File: config.mk
export PLATFORM = sky130hd
export DESIGN_NAME = tens_sec_counter
export DESIGN_NICKNAME = d
export VERILOG_FILES = /design/src/rtl/tens_sec_counter.sv
export SDC_FILE = /design/constraint.sdc
export NUM_CORES = 1
export LEC_CHECK = 0
export BUFFER_PORTS_ARGS = -buffer_cell sky130_fd_sc_hd__buf_2
export CORE_MARGIN = 10
export CORE_UTILIZATION = 40
export CTS_CLUSTER_SIZE = 28
export DETAILED_ROUTE_END_ITERATION = 7
export GPL_TIMING_DRIVEN = 0
export SLEW_MARGIN = 40
export SYNTH_ARGS = -nofsm -noshare
export SYNTH_HDL_FRONTEND = slang
export SYNTH_SLANG_ARGS = --single-unit
File: constraint.sdc
create_clock -name CLK_IN -period 3.4 [get_ports CLK_IN]
set_clock_uncertainty 0.15 [all_clocks]
set_input_delay 0.17 -clock CLK_IN [delete_from_list [all_inputs] [get_ports CLK_IN]]
set_output_delay 0.17 -clock CLK_IN [all_outputs]
set_load 0.02 [all_outputs]
File: src/rtl/tens_sec_counter.sv
// Tens-of-seconds down-counting digit for the irrigation stopwatch.
// Synchronises the borrow from the units stage, counts MAX_DIGIT..0 with wrap, drives one 7-seg digit.
module tens_sec_counter #(
  parameter int MAX_DIGIT   = 5,
  parameter int PRESET_VAL  = 5,
  parameter int SYNC_STAGES = 2
) (
  input  logic       CLK_IN,
  input  logic       RST,
  input  logic       P,
  input  logic       G,
  input  logic       A,
  input  logic       BORROW_IN,
  output logic       CLK_OUT,
  output logic       ZERO,
  output logic       RUNNING,
  output logic [6:0] SEG
);

  localparam logic [3:0] MAX_D    = 4'(MAX_DIGIT);
  localparam logic [3:0] PRESET_D = 4'(PRESET_VAL);

  typedef enum logic [1:0] {
    S_IDLE  = 2'd0,
    S_RUN   = 2'd1,
    S_PAUSE = 2'd2
  } state_t;

  state_t                   state_q, state_d;
  logic [3:0]               digit_q, digit_d;
  logic                     clk_out_q, clk_out_d;
  logic [SYNC_STAGES-1:0]   sync_q;
  logic                     edge_q;
  logic                     dec_pulse;
  logic                     zone_en;

  assign zone_en   = G | A;
  // Rising edge of the synchronised borrow: one pulse however long BORROW_IN stays high.
  assign dec_pulse = sync_q[SYNC_STAGES-1] & ~edge_q;

  always_ff @(posedge CLK_IN) begin
    if (RST) begin
      sync_q    <= '0;
      edge_q    <= 1'b0;
      state_q   <= S_IDLE;
      digit_q   <= 4'd0;
      clk_out_q <= 1'b0;
    end else begin
      sync_q    <= {sync_q[SYNC_STAGES-2:0], BORROW_IN};
      edge_q    <= sync_q[SYNC_STAGES-1];
      state_q   <= state_d;
      digit_q   <= digit_d;
      clk_out_q <= clk_out_d;
    end
  end

  always_comb begin
    state_d   = state_q;
    digit_d   = digit_q;
    clk_out_d = 1'b0;
    if (P) begin
      // Load outranks any decrement pulse arriving on the same edge.
      digit_d = PRESET_D;
      state_d = zone_en ? S_RUN : S_PAUSE;
    end else begin
      case (state_q)
        S_IDLE: ;
        S_RUN: begin
          if (!zone_en) begin
            state_d = S_PAUSE;
          end else if (dec_pulse) begin
            if (digit_q == 4'd0) begin
              digit_d   = MAX_D;
              clk_out_d = 1'b1;
            end else begin
              digit_d = digit_q - 4'd1;
            end
          end
        end
        S_PAUSE: begin
          if (zone_en) state_d = S_RUN;
        end
        default: state_d = S_IDLE;
      endcase
    end
  end

  assign CLK_OUT = clk_out_q;
  assign ZERO    = (digit_q == 4'd0);
  assign RUNNING = (state_q == S_RUN);

  always_comb begin
    SEG = 7'b0000000;
    case (digit_q)
      4'd0: SEG = 7'b1111110;
      4'd1: SEG = 7'b0110000;
      4'd2: SEG = 7'b1101101;
      4'd3: SEG = 7'b1111001;
      4'd4: SEG = 7'b0110011;
      4'd5: SEG = 7'b1011011;
      4'd6: SEG = 7'b1011111;
      4'd7: SEG = 7'b1110000;
      4'd8: SEG = 7'b1111111;
      4'd9: SEG = 7'b1111011;
      default: SEG = 7'b0000000;
    endcase
  end

endmodule
==> results of run 1 <==
==> critical path: cells and delay by family, from the launching register on <==
family	cells	cell delay (ns)
fa+ha+maj	2	0.44
buf+inv	2	0.30
flops	1	0.43
mux	1	0.13
simple gates	1	0.07
==> kinds of logic (layout without fill, tap and decap cells) <==
group / Yosys count / count (layout) / synth area share [%]
DFF: 10 / 10 / 32.3
muxes: 2 / 2 / 3.23
buffers and inverters: 7 / 28 / 5.65
adders and majority gates: 7 / 7 / 14.1
AOI/OAI and AO/OA: 15 / 15 / 13.7
and+or+nand+nor: 30 / 30 / 29.5
xor gates and xnor gates: 1 / 1 / 1.41
==> state kept, by name, indices dropped and copies added (netlist names) <==
name     cells
digit_q      4
CLK_OUT      1
sync_q       2
state_q      2
edge_q       1
==> cell usage after synthesis (all sizes together) <==
cell type,instances,area [um^2]
nor4,3,18.8
nor4b,1,8.76
nor3,1,5.00
dfxtp,10,200
or4,2,15.0
a21boi,1,7.51
inv,5,18.8
nor3b,1,7.51
nand2,4,22.5
o21ai,5,25.0
nor2b,6,37.5
xor2,1,8.76
or2,1,6.26
buf,2,16.3
nor2,8,37.5
a211oi,2,15.0
nand2b,2,12.5
o21bai,1,7.51
a21oi,6,30.0
nand4bb,1,11.3
ha,7,87.6
mux2i,2,20.0
==> area by class of cell <==
type	count	area [um^2]	area share, %
plain buffers	2	16.3	2.12
clock buffers	3	22.5	2.94
inverters	5	18.8	2.45
multi-input cells	55	384	50.1
flip-flops and latches	10	200	26.1
well taps	16	20.0	2.61
repair buffers	18	105	13.7
==> stage by stage <==
step	util, %	hold WS, ns	std cells
2_1_floorplan	-	0.0916	72
3_3_place_gp	48.0	0.198	103
3_5_place_dp	48.0	0.201	103
4_1_cts	51.5	0.0276	109
5_1_grt	51.5	0.0282	109
6_report	51.5	0.0359	109
==> routing by layer <==
layer	GRT usage [%]	up-vias	part of all wire, %
met5	0	-	0
met4	1.97	0	0
met3	4.51	0	8.2
met2	11.6	14	43
met1	10.3	249	48
li1	-	297	-
==> how the worst max path moves through the flow <==
| stage | from | to | depth (start not counted) |
|---|---|---|---|
| 3_3_place_gp | digit_q[0]$_SDFFE_PP0P_ | digit_q[1]$_SDFFE_PP0P_ | 4 |
| 5_1_grt | digit_q[0]$_SDFFE_PP0P_ | SEG[2] | 6 |
| 2_1_floorplan | digit_q[0]$_SDFFE_PP0P_ | digit_q[1]$_SDFFE_PP0P_ | 6 |
| 4_1_cts | digit_q[0]$_SDFFE_PP0P_ | SEG[2] | 6 |
| 6_report | digit_q[0]$_SDFFE_PP0P_ | SEG[2] | 6 |
| 3_5_place_dp | digit_q[0]$_SDFFE_PP0P_ | digit_q[1]$_SDFFE_PP0P_ | 6 |
==> power groups by stage <==
stage	Clock (W)	Sequential [W]	Combinational, W
floorplan	0	0.000127	0.0000432
global route	0.0000864	0.000126	0.0000726
finish	0.0000738	0.000125	0.0000653
detailed placement	0	0.000128	0.0000636
global placement	0	0.000128	0.0000633
CTS	0.0000790	0.000125	0.0000662
==> impl_metrics.csv, run 1 <==
group,metric,value,unit
power_and_ir_drop,leakage,0.343,nW
clock_network,clockBufferDepth,2,
final_layout,diodes,0,
critical_path,required,3.08,ns
timing,fin_crit,1.94,ns
yosys,syn_area,619,um^2
clock_network,cts_made_buffers,3,
job,cap_violations,0,
hold_path,hold_end,"CLK_OUT$_SDFF_PP0_",
timing,rsz0062_at_grt,"false",
routing,vias_per_cell,5.14,
critical_path,max_stage_delay,0.43,ns
yosys,syn-num-nets,85,
clock_network,cts.sinks,10,
global_routing,antenna_found_initial,0,
critical_path,path_common_cell,"ha_1",
timing,tightest_slew,0.392,ns
timing,hold_viol,0,
critical_path,crit_chain,"inv_1 -> ha_1 -> ha_1 -> mux2i_1 -> nand2_1 -> buf_2",
final_layout,syn2layout_area_growth,23.8,%
routing,drc,0,
placed_design,port_buffers,15,
hold_path,worstHoldStart,"P",
global_routing,track_usage,8.14,%
clock_network,post-cts-setup-buffers,0,
clock_network,cts_root_buffer,"clkbuf_4",
routing,wl_per_cell,12.4,um
clock_network,cts_hold_repair.buffers,3,
yosys,synth_seq_area_share,32.3,%
hold_path,hold_path_class,"in2reg",
power_and_ir_drop,vdd_drop_max,0.280,mV
yosys,ys_ff_latch,10,
critical_path,crit_type,"reg2out",
clock_network,post_cts_resized,0,
routing,vias,560,
floorplanning,die_area,3520,um^2
floorplanning,die_h,59.4,um
global_routing,grt_pass1_wl,2.30,mm
timing,finalCritPeriodShare,57.0,%
timing,finalSetupViolations,0,
global_routing,grt_pass1_vias,525,
placed_design,placed_cell_area,714,um^2
routing,wirelength,1.35,mm
final_layout,nFillCells,147,
critical_path,critPathSlowestCell,"dfxtp_1",
placed_design,gp_congestion,0.748,
hold_path,hold_depth,2,
final_layout,drive_gt1_share,24.7,%
power_and_ir_drop,intPower,0.000189,W
final_layout,layout_common_cells,"buf_2, dfxtp_1, nor2_1, ha_1",
timing,clock.fmax,516,MHz
placed_design,hpwl,1.06,mm
global_routing,gr-total-overflow,0,
floorplanning,rows,14,
floorplanning,core,1490,um^2
placed_design,post-place-ws,1.58,ns
clock_network,cts_tree,"built",
yosys,synth.distinct_cells,26,
critical_path,cp-start-kind,"register",
global_routing,grt_max_degree,11,
critical_path,cp_max_fo,6,
power_and_ir_drop,p_total,0.000265,W
yosys,syn_inst,72,
critical_path,regToRegSetupSlack,1.58,ns
critical_path,reg2regPathDepth,6,
timing,slew_viol_final,0,
power_and_ir_drop,power_frac_comb,24.7,%
critical_path,endpoint_kind,"output port",
clock_network,clk_pin_slew_worst_paths,0.06,ns
floorplanning,io-pin-count,16,
power_and_ir_drop,switching_share,28.7,%
status,status,"completed",
routing,final_antenna_net_count,0,
power_and_ir_drop,power-per-cell-area,345,nW/um^2
timing,final.setup.tns,0,ns
timing,setup_ws,1.46,ns
power_and_ir_drop,pwr-share-clk,27.9,%
final_layout,fin_nets,108,
routing,drtIter0Drc,6,
routing,firstDrtPassIters,4,
final_layout,final_common_cell,"buf_2",
critical_path,arrival,1.62,ns
clock_network,h-tree-depth,1,
yosys,yosys_warnings,0,
yosys,synth_area_per_cell,8.60,um^2
power_and_ir_drop,switchingPower,0.0000760,W
power_and_ir_drop,pwr-share-seq,47.4,%
critical_path,worstReg2RegStart,"digit_q[0]$_SDFFE_PP0P_",
floorplanning,die_w,59.4,um
final_layout,design_area,767,um^2
floorplanning,start_util,41.6,%
critical_path,reg2reg_to,"digit_q[1]$_SDFFE_PP0P_",
timing,maxSlewHeadroom,73.8,%
clock_network,clk_latency,0.25,ns
Note: power is estimated with default switching activity, not from simulation.
==> run 2, diff against run 1 <==
==> constraint.sdc (replaced) <==
create_clock -name CLK_IN -period 2 [get_ports CLK_IN]
set_clock_uncertainty 0.15 [all_clocks]
set_input_delay 0.1 -clock CLK_IN [delete_from_list [all_inputs] [get_ports CLK_IN]]
set_output_delay 0.1 -clock CLK_IN [all_outputs]
set_load 0.02 [all_outputs]
==> run 2 against run 1 <==
Net effect:
- critical path depth is the same
- via count is 2.0% higher
- combinational power up 78%
- hold slack got worse by 0.011 ns
- setup slack lost 1.4 ns
- critical path type is now in2reg
==> impl_metrics.csv, run 2 (synthesis results as in run 1) <==
group,metric,value,unit
placed_design,placed_cell_area,714,um^2
routing,firstDrtPassIters,4,
critical_path,cp-start-kind,"input port",
job,cap_violations,0,
global_routing,gr-total-overflow,0,
timing,fin_crit,1.92,ns
final_layout,design_area,812,um^2
clock_network,clk_pin_slew_worst_paths,0.06,ns
timing,finalCritPeriodShare,96.0,%
power_and_ir_drop,vdd_drop_max,0.479,mV
floorplanning,die_area,3520,um^2
final_layout,nFillCells,143,
final_layout,largest_register_ffs,4,
critical_path,arrival,1.91,ns
global_routing,antenna_found_initial,0,
critical_path,cp_max_fo,7,
routing,wl_per_cell,12.3,um
final_layout,layout_common_cells,"buf_2, dfxtp_1, nor2_1, ha_1, dlygate4sd3_1",
routing,wirelength,1.39,mm
placed_design,port_buffers,15,
critical_path,startpoint,"G",
routing,drc,0,
floorplanning,rows,14,
final_layout,top_register,"digit_q",
routing,final_antenna_net_count,0,
critical_path,worstReg2RegStart,"edge_q$_SDFF_PP0_",
power_and_ir_drop,leakage,0.364,nW
clock_network,clockBufferDepth,2,
floorplanning,start_util,41.6,%
clock_network,cts.sinks,10,
floorplanning,io-pin-count,16,
clock_network,cts_root_buffer,"clkbuf_4",
global_routing,grt_pass1_wl,2.42,mm
power_and_ir_drop,switchingPower,0.000132,W
clock_network,h-tree-depth,1,
floorplanning,die_w,59.4,um
timing,rsz0062_at_grt,"false",
routing,drtIter0Drc,9,
hold_path,hold_path_class,"in2reg",
global_routing,track_usage,8.52,%
power_and_ir_drop,intPower,0.000325,W
final_layout,final_common_cell,"buf_2",
critical_path,required,1.99,ns
placed_design,hpwl,1.06,mm
timing,final.setup.tns,0,ns
status,status,"completed",
power_and_ir_drop,switching_share,28.9,%
floorplanning,die_h,59.4,um
global_routing,grt_pass1_vias,548,
floorplanning,core,1490,um^2
clock_network,cts_tree,"built",
global_routing,grt_max_degree,11,
routing,vias_per_cell,5.05,
placed_design,gp_congestion,0.748,
timing,finalSetupViolations,0,
hold_path,worstHoldStart,"A",
power_and_ir_drop,pwr-share-clk,27.8,%
clock_network,clk_latency,0.26,ns
timing,clock.fmax,521,MHz
final_layout,syn2layout_area_growth,31.1,%
timing,slew_viol_final,0,
power_and_ir_drop,pwr-share-seq,46.8,%
final_layout,drive_gt1_share,24.7,%
final_layout,fin_nets,112,
critical_path,crit_type,"in2reg",
timing,hold_viol,0,
routing,vias,571,
timing,maxSlewHeadroom,73.0,%
clock_network,cts_made_buffers,3,
final_layout,top_regs,"digit_q: 4 flops, state_q: 2 flops, sync_q: 2 flops",
power_and_ir_drop,power_frac_comb,25.4,%
final_layout,diodes,0,
power_and_ir_drop,power-per-cell-area,562,nW/um^2
critical_path,endpoint_kind,"register",
timing,tightest_slew,0.403,ns
## run 2: cell types whose count changed in the layout (fill, tap and decap cells not counted)
| cell | previous run | this run |
|---|---|---|
| dlygate4sd3_1 | 3 | 7 |
| nand4bb_1 | 1 | 0 |
| nand4bb_2 | 0 | 1 |
## run 2: layout make-up
class                           instances  area, um^2  area share (%)
Buffer                                  2        16.3            2.00
Clock buffer                            3        22.5            2.77
Inverter                                5        18.8            2.31
Multi-Input combinational cell         55         389            47.9
Sequential cell                        10         200            24.7
Tap cell                               16        20.0            2.47
Timing Repair Buffer                   22         145            17.9
## run 2: per-layer routing
layer,GRT usage (%),up-vias,routed length [um]
met2,12.3,15,588
met4,1.97,0,0
met1,10.7,252,684
met3,4.51,0,119
met5,0,-,0
li1,-,304,-
## run 2: power by group through the flow
stage	Sequential (W)	Clock (W)	Combinational (W)
2_1_floorplan	0.000216	0	0.0000735
3_3_place_gp	0.000217	0	0.000108
5_1_grt	0.000214	0.000147	0.000129
6_report	0.000214	0.000127	0.000116
4_1_cts	0.000213	0.000134	0.000117
3_5_place_dp	0.000218	0	0.000108
## run 2: what timing repair did
item / in CTS / in global routing
gates resized for setup: 0 / 1
endpoints found under the hold margin: 7 / 0
hold buffers: 7 / 0
setup buffers: 0 / 0
setup endpoints to repair: 0 / 1
## run 2: path summary, 6_finish.rpt
| check | slack (ns) | to | depth (start not counted) |
|---|---|---|---|
| max reg2reg | 0.10 | CLK_OUT$_SDFF_PP0_ | 4 |
| max | 0.08 | CLK_OUT$_SDFF_PP0_ | 6 |
| min | 0.02 | state_q[0]$_SDFFE_PP0P_ | 3 |
| min reg2reg | 0.28 | sync_q[1]$_SDFF_PP0_ | 1 |
## run 2: per-stage QoR
step                total power (W)  hold WS (ns)  util, %  instances  worst slack [ns]
finish                     0.000457        0.0244     54.5        113            0.0797
global route               0.000490        0.0564     54.5        113           0.00270
CTS                        0.000464        0.0141     54.2        113             0.113
detailed placement         0.000326         0.131     48.0        103             0.176
global placement           0.000325         0.128     48.0        103             0.183
floorplan                  0.000290        0.0216        -         72             0.303
## run 2: critical path: stages
cell,delay (ns)
dlygate4sd3_1,0.53
buf_2,0.13
nor2_1,0.32
or2_1,0.22
nor4_1,0.06
dlygate4sd3_1,0.56
